`src/rtl/fifo_lockstep_reader.sv`:
```
// Read-side consumer for a lockstep-written redundant FIFO pair.
// Pops both FIFOs with one common rd_en, compares the two head words on
// every pop, and forwards the FIFO1 word through a registered valid/ready
// stage. Detects data mismatches and valid skew, and can halt on fault.
//
// Ports:
//   clk, rst_n              clock (posedge), synchronous active-low reset
//   en                      enable reading (IDLE <-> RUN)
//   err_clr                 clear error flags and skew counter, release HALT
//   rd_valid_1/rd_data_1    FIFO1 first-word-fall-through head
//   rd_valid_2/rd_data_2    FIFO2 first-word-fall-through head
//   rd_en                   common pop to both FIFOs (combinational)
//   out_valid/out_data      registered downstream word
//   out_ready               downstream accept
//   mismatch                one-cycle pulse after a mismatching pop
//   err_sticky, skew_err    sticky fault flags
//   mismatch_cnt            saturating count of mismatching pops
//   pop_cnt                 wrapping count of pops
//   state                   0 IDLE, 1 RUN, 2 HALT
module fifo_lockstep_reader #(
  parameter int unsigned DATA_WIDTH       = 8,
  parameter int unsigned CNT_WIDTH        = 8,
  parameter int unsigned SKEW_MAX         = 3,
  parameter int unsigned HALT_ON_MISMATCH = 1
) (
  input  logic                  clk,
  input  logic                  rst_n,
  input  logic                  en,
  input  logic                  err_clr,
  input  logic                  rd_valid_1,
  input  logic [DATA_WIDTH-1:0] rd_data_1,
  input  logic                  rd_valid_2,
  input  logic [DATA_WIDTH-1:0] rd_data_2,
  output logic                  rd_en,
  output logic                  out_valid,
  output logic [DATA_WIDTH-1:0] out_data,
  input  logic                  out_ready,
  output logic                  mismatch,
  output logic                  err_sticky,
  output logic                  skew_err,
  output logic [CNT_WIDTH-1:0]  mismatch_cnt,
  output logic [CNT_WIDTH-1:0]  pop_cnt,
  output logic [1:0]            state
);

  typedef enum logic [1:0] {
    StIdle = 2'd0,
    StRun  = 2'd1,
    StHalt = 2'd2
  } state_e;

  state_e                state_q, state_d;
  logic                  out_valid_q, out_valid_d;
  logic [DATA_WIDTH-1:0] out_data_q, out_data_d;
  logic                  mismatch_q, mismatch_d;
  logic                  err_sticky_q, err_sticky_d;
  logic                  skew_err_q, skew_err_d;
  logic [CNT_WIDTH-1:0]  mismatch_cnt_q, mismatch_cnt_d;
  logic [CNT_WIDTH-1:0]  pop_cnt_q, pop_cnt_d;
  logic [3:0]            skew_cnt_q, skew_cnt_d;

  logic run;
  logic pop;
  logic data_mm;
  logic skew_now;
  logic skew_fault;

  assign run      = (state_q == StRun);
  assign pop      = run && rd_valid_1 && rd_valid_2 && (!out_valid_q || out_ready);
  assign data_mm  = pop && (rd_data_1 != rd_data_2);
  assign skew_now = (rd_valid_1 != rd_valid_2);
  // Fault fires on the cycle whose increment would bring the counter to SKEW_MAX.
  assign skew_fault = run && skew_now && (({1'b0, skew_cnt_q} + 5'd1) >= 5'(SKEW_MAX));

  always_comb begin
    state_d        = state_q;
    out_valid_d    = out_valid_q;
    out_data_d     = out_data_q;
    mismatch_d     = data_mm;
    err_sticky_d   = err_sticky_q;
    skew_err_d     = skew_err_q;
    mismatch_cnt_d = mismatch_cnt_q;
    pop_cnt_d      = pop_cnt_q;
    skew_cnt_d     = skew_cnt_q;

    // Output stage: a pop refills even while the current word is being accepted.
    if (pop) begin
      out_valid_d = 1'b1;
      out_data_d  = rd_data_1;
      pop_cnt_d   = pop_cnt_q + CNT_WIDTH'(1);
    end else if (out_ready) begin
      out_valid_d = 1'b0;
    end

    if (data_mm && (mismatch_cnt_q != {CNT_WIDTH{1'b1}})) begin
      mismatch_cnt_d = mismatch_cnt_q + CNT_WIDTH'(1);
    end

    if (err_clr) begin
      skew_cnt_d = '0;
    end else if (run) begin
      skew_cnt_d = skew_now ? skew_cnt_q + 4'd1 : 4'd0;
    end

    // A fault in the same cycle as err_clr wins.
    if (skew_fault) begin
      skew_err_d = 1'b1;
    end else if (err_clr) begin
      skew_err_d = 1'b0;
    end

    if (skew_fault || data_mm) begin
      err_sticky_d = 1'b1;
    end else if (err_clr) begin
      err_sticky_d = 1'b0;
    end

    unique case (state_q)
      StIdle: if (en) state_d = StRun;
      StRun: begin
        if (skew_fault || (data_mm && (HALT_ON_MISMATCH != 0))) begin
          state_d = StHalt;
        end else if (!en) begin
          state_d = StIdle;
        end
      end
      StHalt: if (err_clr) state_d = StIdle;
      default: state_d = StIdle;
    endcase
  end

  always_ff @(posedge clk) begin
    if (!rst_n) begin
      state_q        <= StIdle;
      out_valid_q    <= 1'b0;
      out_data_q     <= '0;
      mismatch_q     <= 1'b0;
      err_sticky_q   <= 1'b0;
      skew_err_q     <= 1'b0;
      mismatch_cnt_q <= '0;
      pop_cnt_q      <= '0;
      skew_cnt_q     <= '0;
    end else begin
      state_q        <= state_d;
      out_valid_q    <= out_valid_d;
      out_data_q     <= out_data_d;
      mismatch_q     <= mismatch_d;
      err_sticky_q   <= err_sticky_d;
      skew_err_q     <= skew_err_d;
      mismatch_cnt_q <= mismatch_cnt_d;
      pop_cnt_q      <= pop_cnt_d;
      skew_cnt_q     <= skew_cnt_d;
    end
  end

  assign rd_en        = pop;
  assign out_valid    = out_valid_q;
  assign out_data     = out_data_q;
  assign mismatch     = mismatch_q;
  assign err_sticky   = err_sticky_q;
  assign skew_err     = skew_err_q;
  assign mismatch_cnt = mismatch_cnt_q;
  assign pop_cnt      = pop_cnt_q;
  assign state        = state_q;

endmodule

```
`config.mk`:
```
export PLATFORM = sky130hd
export DESIGN_NAME = fifo_lockstep_reader
export DESIGN_NICKNAME = d
export VERILOG_FILES = /design/src/rtl/fifo_lockstep_reader.sv
export SDC_FILE = /design/constraint.sdc
export NUM_CORES = 1
export LEC_CHECK = 0
export CORE_MARGIN = 5
export CORE_UTILIZATION = 48
export CTS_CLUSTER_SIZE = 28
export DETAILED_ROUTE_END_ITERATION = 8
export PLACE_DENSITY = 0.81
export SLEW_MARGIN = 20
export SYNTH_ARGS = -nofsm -noshare
export SYNTH_HDL_FRONTEND = slang
export SYNTH_SLANG_ARGS = --single-unit
export TNS_END_PERCENT = 1
```
`constraint.sdc`:
```
create_clock -name clk -period 4.1 [get_ports clk]
set_input_delay 0.82 -clock clk [delete_from_list [all_inputs] [get_ports clk]]
set_output_delay 0.82 -clock clk [all_outputs]
set_load 0.01 [all_outputs]
```
Word-level counts from Yosys, hierarchy flattened:

Cells that the tools add are included.

* register bits after elaboration: 34
* output and inout port bits: 31
* word-level logic and storage cells: 50
* input port bits: 23

* order comparisons: 1
* mux-type cells: 11
* eq/ne operators: 8
* bitwise logic cells: 1
* reduce and logical (&&, ||, !) cells: 16
* add/subtract/negate cells: 4

Operator list (count)
* 8-bit by 1-bit adder with 8-bit output, second input constant: 2
* 2-bit 2-to-1 mux: 4
* 8-bit != test: 1
* 8-bit != test, second input constant: 1
* 1-bit logical AND: 7
* 2-bit case mux with 3 select lines: 1
* 2-bit nonzero test: 3
* 4-bit by 1-bit adder with 5-bit output, second input constant: 1
* 5-bit by 2-bit greater-or-equal comparator with 1-bit output, second input constant: 1
* 1-bit 2-to-1 mux: 5
* 4-bit by 1-bit adder with 4-bit output, second input constant: 1
* 4-bit 2-to-1 mux: 1
* 2-bit != test, second input constant: 2
* 3-bit by 2-bit != test with 1-bit output, second input constant: 1
* 3-bit AND reduction: 1
* 2-bit by 1-bit == test with 1-bit output, second input constant: 1
* 2-bit == test, second input constant: 1
* 2-bit logical NOT: 1
* 1-bit logical OR: 2
* 2-bit OR reduction: 1
* 1-bit logical NOT: 1
* 1-bit != test: 1
* 1-bit inverter: 1

Depth between registers and ports, before layout:

Gate-level depths: netlist (run 1).

* word-level depth: 8
* gate-level depth with buffers: 7

Least setup slack after synthesis (run 1):

Ideal clock, no wire load.

* kind: input -> output
* from: input rd_valid_1
* to: output rd_en
* data arrival time: 1.470 ns
* buffers on the path: 1
* stages: 4
* required time: 3.280 ns
* path slack: 1.810 ns
* cell sequence: nand4b_4 nand2b_4 clkinv_4 clkbuf_1

* word-level cells in the longest chain between the ends: 3

Ends and longest elaborated chain
* from (decl): line 30 `input logic rd_valid_1,`
* 1-bit logical AND (3 in series): line 69 `assign pop = run && rd_valid_1 && rd_valid_2 && (!out_valid_q || out_ready);`
* to (decl): line 34 `output logic rd_en,`

No other way between the ends.

Final worst setup path (run 1):

Same ends and word-level chain as after synthesis.

==> Flow_metrics.wiki, run 1 <==
{| class="wikitable"
! Metric !! Value
|-
| Status || completed
|-
| Seq/Total Area, Yosys || 43.0%
|-
| Global-route total usage across every layer || 18.2%
|-
| # nets final || 263
|-
| Slowest stage delay, CP || 560 ps
|-
| Post-synthesis register bit count || 34
|-
| Pre-CTS setup slack || 838 ps
|-
| Average size of a mapped cell || 8.70 sq um
|-
| Measured slew at the worst slew-check pin || 677 ps
|-
| Setup violators final || 0
|-
| Relative max-transition margin || 54.8%
|-
| CP endpoint kind || primary output
|-
| Final worst path period need || 3250 ps
|-
| TritonCTS clock tree || done
|-
| Critical path, cell by cell || clkdlybuf4s50_1 > nand4b_4 > nand2b_4 > clkinv_4 > clkdlybuf4s50_1
|-
| Drt initial violations || 54
|-
| Weighted congestion reported at the end of routability-driven placement || 0.768
|-
| TritonCTS Buffers || 5
|-
| Row count || 20
|-
| Post-synthesis mux area share || 2.53%
|-
| Boundary Pins || 54
|-
| Maximum fanout along the worst path || 16
|-
| Vias in the first global route || 1473
|-
| Top_reg_cell synth || sky130_fd_sc_hd__dfxtp_1
|-
| Number of port buffers || 53
|-
| Fmax || 307 MHz
|-
| Dpl hpwl || 2920 um
|-
| Critical path data required time || 3280 ps
|-
| Setup TNS Final || 0 ps
|-
| Compound-cell area share of the yosys netlist || 10.3%
|-
| Worst setup margin || 847 ps
|-
| Remaining global-route overflow || 0
|-
| Power density over the cells || 274 nW/um^2
|-
| Initial antenna violation count || 0
|-
| Unrepaired setup endpoints after global routing || no
|-
| DIE HEIGHT || 67.4 um
|-
| Static Leak || 0.771 nW
|-
| Global-route wire length before repair || 6370 um
|-
| Parity-gate share of the synthesized area counting xor and xnor cells || 9.95%
|-
| Largest family of logic cells by synthesized area || simple AND/OR/NAND/NOR gates
|-
| Worst vdd rail ir drop || 0.000182 V
|-
| Adder and majority cell fraction of the synthesized area || 3.16%
|-
| Post-detailed-route DRC marker count || 0
|-
| CP Data Arrival Time || 2430 ps
|-
| Fraction of registers with async set/reset || 0%
|-
| Final Non-Filler Cells || 281
|-
| Clock latency at the later pin of the worst-skew pair || 330 ps
|-
| Area of the multi-input gates || 863 sq um
|-
| Number of detailed-routing iterations run before antenna repair || 4
|-
| Core area || 3100 sq um
|-
| Die outline width || 67.4 um
|-
| Critical setup path kind || input pin to primary output
|-
| Basic-gate share of the synthesized area counting and, or, nand and nor cells || 28.5%
|-
| Detail-routed via count per cell || 5.22
|-
| Initial core utilization || 51.0%
|-
| Startpoint type of the worst setup path || input pin
|-
| Overall via count from detail_route || 1468
|-
| Clock transition at path regs || 100 ps
|-
| Total length of routed wires || 3800 um
|-
| Number of distinct library cells after synthesis || 34
|-
| Final-layout fill cell count || 289
|-
| Cell type with the highest aggregate area in the netlist || sky130_fd_sc_hd__dfxtp_1
|-
| Fin Clk Skew || 13.0 ps
|-
| Clock Path Buffers || 2
|-
| Level count of the clock H-tree || 2
|-
| Number of warnings printed during yosys synthesis || 0
|-
| Post-route fraction of the period consumed by the critical path || 79.3%
|-
| Min-delay worst type || flop to flop
|-
| Area used by sequential logic in the layout || 681 sq um
|-
| Area added between synthesis and finish || 39.5%
|-
| Number of nets with antenna violations after detailed routing || 0
|-
| Syn nets || 209
|-
| Cell types with the largest area share after synthesis || sky130_fd_sc_hd__dfxtp_1, sky130_fd_sc_hd__nand2_1, sky130_fd_sc_hd__xnor2_1
|-
| Antenna diode instance count || 0
|-
| Post-cts resize count || 0
|-
| Routed length per placed instance || 13.5 um
|-
| Full die area || 4550 sq um
|-
| CTS Hold Buffers Added || 0
|-
| Max-slew violations || 0
|-
| Max cap viols || 0
|-
| Yosys top cell area share || 43.0%
|-
| Number of flops mapped to enable cells by yosys || 0
|-
| Layout cell share with drive strength beyond 1 || 5.06%
|-
| Largest net degree at the start of global routing || 23
|-
| Cell count after placement || 273
|-
| Buffer type at the clock tree root || sky130_fd_sc_hd__clkbuf_4
|-
| Hold Fails Final Rpt || 0
|-
| Sinks on the clock net || 34
|-
| Buffers inserted during post-CTS setup optimization || 0
|-
| Post-synthesis instance area || 1580 sq um
|-
| Mapped Cells || 182
|-
| Top post-synthesis cells by count || sky130_fd_sc_hd__dfxtp_1, sky130_fd_sc_hd__nand2_1, sky130_fd_sc_hd__a21oi_1
|-
| Critical-path cell with the highest stage delay || sky130_fd_sc_hd__clkdlybuf4s50_1
|-
| Cell with the most instances after synthesis || sky130_fd_sc_hd__dfxtp_1
|-
| Most numerous cell on the critical path || sky130_fd_sc_hd__clkdlybuf4s50_1
|}
[per-stage QoR]
step           utilization [%]  instance area [sq um]  hold slack, ps  total power [W]
2_1_floorplan                -                   1580             454         0.000376
3_3_place_gp              69.2                   2150             449         0.000413
3_5_place_dp              69.2                   2150             451         0.000415
4_1_cts                   71.2                   2210             467         0.000614
5_1_grt                   71.2                   2210             489         0.000633
6_report                  71.2                   2210             463         0.000605
[power breakdown]
group	total (W)	internal, W	switching [W]
Sequential	0.000339	0.000334	0.00000432
Clock	0.000197	0.0000824	0.000115
Combinational	0.0000687	0.0000392	0.0000295
Total	0.000605	0.000456	0.000149
[routing by layer]
layer / part of all wire [%] / global-route usage, % / vias to the layer above
met5: 0 / 0 / -
met4: 0.45 / 3.80 / 0
met3: 7.2 / 7.15 / 4
met2: 49 / 32.9 / 56
met1: 43 / 20.1 / 675
li1: - / - / 733
[worst paths after layout]
path                     from               to  slack (ps)  cells past startpoint
setup reg to reg     state[0]  mismatch_cnt[7]        2310                      6
hold / removal    out_data[3]      out_data[3]         460                      2
setup / recovery   rd_valid_1            rd_en         850                      5
hold reg to reg   out_data[3]      out_data[3]         460                      2
[sequential cells by signal (all words and copies together) (netlist names)]
name and cells:
skew_err 1, mismatch_cnt 8, skew_cnt_q 4, pop_cnt 8, out_valid 1, mismatch 1, err_sticky 1, out_data 8
state 2
[critical path: cells and delay by family]
family | cells | cell delay [ps]
buffers and inverters | 3 | 1250
and+or+nand+nor | 2 | 360
[cells in the final DEF (no fill, tap or decap)]
master / n
sky130_fd_sc_hd__o21ai_0: 2
sky130_fd_sc_hd__clkinvlp_4: 1
sky130_fd_sc_hd__nand4b_4: 1
sky130_fd_sc_hd__or2b_1: 1
sky130_fd_sc_hd__nand2b_4: 1
sky130_fd_sc_hd__nand4b_1: 1
sky130_fd_sc_hd__inv_1: 2
sky130_fd_sc_hd__nand2b_1: 7
sky130_fd_sc_hd__o21a_1: 3
sky130_fd_sc_hd__o31ai_1: 2
sky130_fd_sc_hd__nor3b_1: 2
sky130_fd_sc_hd__clkinv_2: 1
sky130_fd_sc_hd__clkbuf_4: 5
sky130_fd_sc_hd__clkdlybuf4s50_1: 53
sky130_fd_sc_hd__o2111ai_1: 2
sky130_fd_sc_hd__o31a_1: 1
sky130_fd_sc_hd__nor2_1: 16
sky130_fd_sc_hd__nand2_4: 1
sky130_fd_sc_hd__and4_1: 1
sky130_fd_sc_hd__clkinv_4: 1
sky130_fd_sc_hd__nor3_1: 4
sky130_fd_sc_hd__or3_1: 1
sky130_fd_sc_hd__nand3_1: 7
sky130_fd_sc_hd__clkbuf_8: 1
sky130_fd_sc_hd__and3_1: 1
sky130_fd_sc_hd__mux2i_1: 4
sky130_fd_sc_hd__or4_1: 2
sky130_fd_sc_hd__nor4b_1: 1
sky130_fd_sc_hd__nor2b_1: 3
sky130_fd_sc_hd__a21oi_1: 18
sky130_fd_sc_hd__nand4_1: 6
sky130_fd_sc_hd__xor2_1: 7
sky130_fd_sc_hd__xnor2_1: 11
sky130_fd_sc_hd__nor4_1: 1
sky130_fd_sc_hd__ha_1: 4
sky130_fd_sc_hd__nand2_1: 28
sky130_fd_sc_hd__dfxtp_1: 34
[cell families (layout without fill, tap and decap cells)]
kind of cell / count (synthesis) / count (layout)
xor+xnor: 18 / 18
flops: 34 / 34
compound gates: 28 / 28
fa+ha+maj: 4 / 4
mux: 4 / 4
simple gates: 85 / 85
buf+inv: 9 / 64
[cell type report]
type	instances	share of cell area [%]
Clock inverter	2	0.566
Multi-Input combinational cell	139	39.1
Clock buffer	6	2.32
Tap cell	44	2.49
Timing Repair Buffer	53	24.0
Sequential cell	34	30.8
Inverter	3	0.736
(Power assumes the default switching activity.)
==> run 2: changes to the inputs <==
- CORE_UTILIZATION: 48 -> 45
- PLACE_DENSITY: 0.81 -> 0.76
- clock period: 4.1 -> 3.03 ns (I/O delays scaled with it)
==> Flow_metrics.wiki, run 2 (synthesis gave the netlist of run 1 again) <==
{| class="wikitable"
! Metric !! Value
|-
| Drt initial violations || 93
|-
| Max-slew violations || 0
|-
| Post-detailed-route DRC marker count || 0
|-
| Number of port buffers || 53
|-
| Vias in the first global route || 1349
|-
| Placed Instance Area || 2170 sq um
|-
| Overall via count from detail_route || 1452
|-
| Full die area || 4810 sq um
|-
| Post-route design area || 2230 sq um
|-
| Status || completed
|-
| Die outline width || 69.3 um
|-
| Relative max-transition margin || 54.7%
|-
| Area added between synthesis and finish || 40.8%
|-
| Slack of the worst reg-to-reg path || 1220 ps
|-
| Post-cts resize count || 0
|-
| CP endpoint kind || primary output
|-
| Global-route wire length before repair || 6190 um
|-
| Clock Path Buffers || 2
|-
| Hold Fails Final Rpt || 0
|-
| Buffer type at the clock tree root || sky130_fd_sc_hd__clkbuf_4
|-
| Detail-routed via count per cell || 5.08
|-
| Worst vdd rail ir drop || 0.000237 V
|-
| CTS Hold Buffers Added || 0
|-
| Dpl hpwl || 2650 um
|-
| Antenna diode instance count || 0
|-
| Pre-CTS setup slack || 394 ps
|-
| Number of detailed-routing iterations run before antenna repair || 4
|-
| Static Leak || 0.787 nW
|-
| Core area || 3360 sq um
|-
| Setup TNS Final || 0 ps
|-
| Measured slew at the worst slew-check pin || 679 ps
|-
| Most used cells in the layout excluding fill and tap cells || sky130_fd_sc_hd__clkdlybuf4s50_1, sky130_fd_sc_hd__dfxtp_1, sky130_fd_sc_hd__nand2_1
|-
| Critical setup path kind || input pin to primary output
|-
| Buffers inserted during post-CTS setup optimization || 0
|-
| TritonCTS Buffers || 5
|-
| Setup violators final || 0
|-
| Sinks on the clock net || 34
|-
| Final Util || 66.3%
|-
| Worst setup margin || 398 ps
|-
| Routed length per placed instance || 12.4 um
|-
| Total length of routed wires || 3550 um
|-
| Clock latency at the later pin of the worst-skew pair || 330 ps
|-
| Largest net degree at the start of global routing || 23
|-
| Fmax || 380 MHz
|-
| Weighted congestion reported at the end of routability-driven placement || 0.726
|-
| Unrepaired setup endpoints after global routing || no
|-
| Power density over the cells || 365 nW/um^2
|-
| TritonCTS clock tree || done
|-
| Initial antenna violation count || 0
|-
| Startpoint type of the worst setup path || input pin
|-
| Clock transition at path regs || 100 ps
|-
| Level count of the clock H-tree || 2
|-
| Number of nets with antenna violations after detailed routing || 0
|-
| Most common cell after layout, fill and taps aside || sky130_fd_sc_hd__clkdlybuf4s50_1
|-
| CP Data Arrival Time || 2030 ps
|-
| Initial core utilization || 47.1%
|-
| DIE HEIGHT || 69.3 um
|-
| Global-route total usage across every layer || 15.5%
|-
| Remaining global-route overflow || 0
|-
| Final worst path period need || 2630 ps
|-
| Row count || 21
|-
| Max cap viols || 0
|-
| Boundary Pins || 54
|-
| Layout cell share with drive strength beyond 1 || 5.83%
|-
| # nets final || 266
|-
| Maximum fanout along the worst path || 3
|-
| Min-delay worst type || flop to flop
|-
| Post-route fraction of the period consumed by the critical path || 86.9%
|-
| Fin Clk Skew || 3.99 ps
|-
| Critical path data required time || 2420 ps
|}
-- run 2: cell count changes in the layout (fill, tap and decap cells not counted) --
cell and delta:
sky130_fd_sc_hd__buf_4 +3, sky130_fd_sc_hd__clkbuf_1 +1, sky130_fd_sc_hd__clkinvlp_4 -1
-- run 2: path summary, 6_finish.rpt --
check              start               to  cells past startpoint
max reg2reg     state[0]  mismatch_cnt[7]                      7
max           rd_valid_1            rd_en                      5
min          out_data[1]      out_data[1]                      2
min reg2reg  out_data[1]      out_data[1]                      2
-- run 2: final cells by class --
type	instances	area [sq um]
inverters	3	16.3
clock inverters	1	5.00
multi-input cells	139	863
repair buffers	56	553
well taps	46	57.6
flip-flops and latches	34	681
fillers	320	1130
clock buffers	7	55.1
-- run 2: report_power, final --
group	internal (W)	total, W	switching, W	leakage [nW]
clock	0.000112	0.000264	0.000151	0.0353
combinational	0.0000547	0.0000932	0.0000386	0.477
sequential	0.000453	0.000458	0.00000546	0.275
-- run 2: worst max-delay path, cell delays in order --
cell,delay [ps]
sky130_fd_sc_hd__clkdlybuf4s50_1,540
sky130_fd_sc_hd__nand4b_4,120
sky130_fd_sc_hd__nand2b_4,170
sky130_fd_sc_hd__clkinv_4,40
sky130_fd_sc_hd__clkdlybuf4s50_1,540
-- run 2: layer usage --
metal,wire length [um],part of all wire (%),GRT usage (%)
met5,0,0,0
met4,74,2.1,6.51
met3,205,5.8,4.93
met2,1710,48,25.7
met1,1560,44,18.2
-- run 2: per-stage QoR --
stage                     power (W)  std cells  hold slack, ps
final                      0.000815        286             461
after global routing       0.000855        286             488
after CTS                  0.000825        286             465
after detailed placement   0.000563        278             450
after global placement     0.000562        278             441
after floorplan            0.000509        182             454
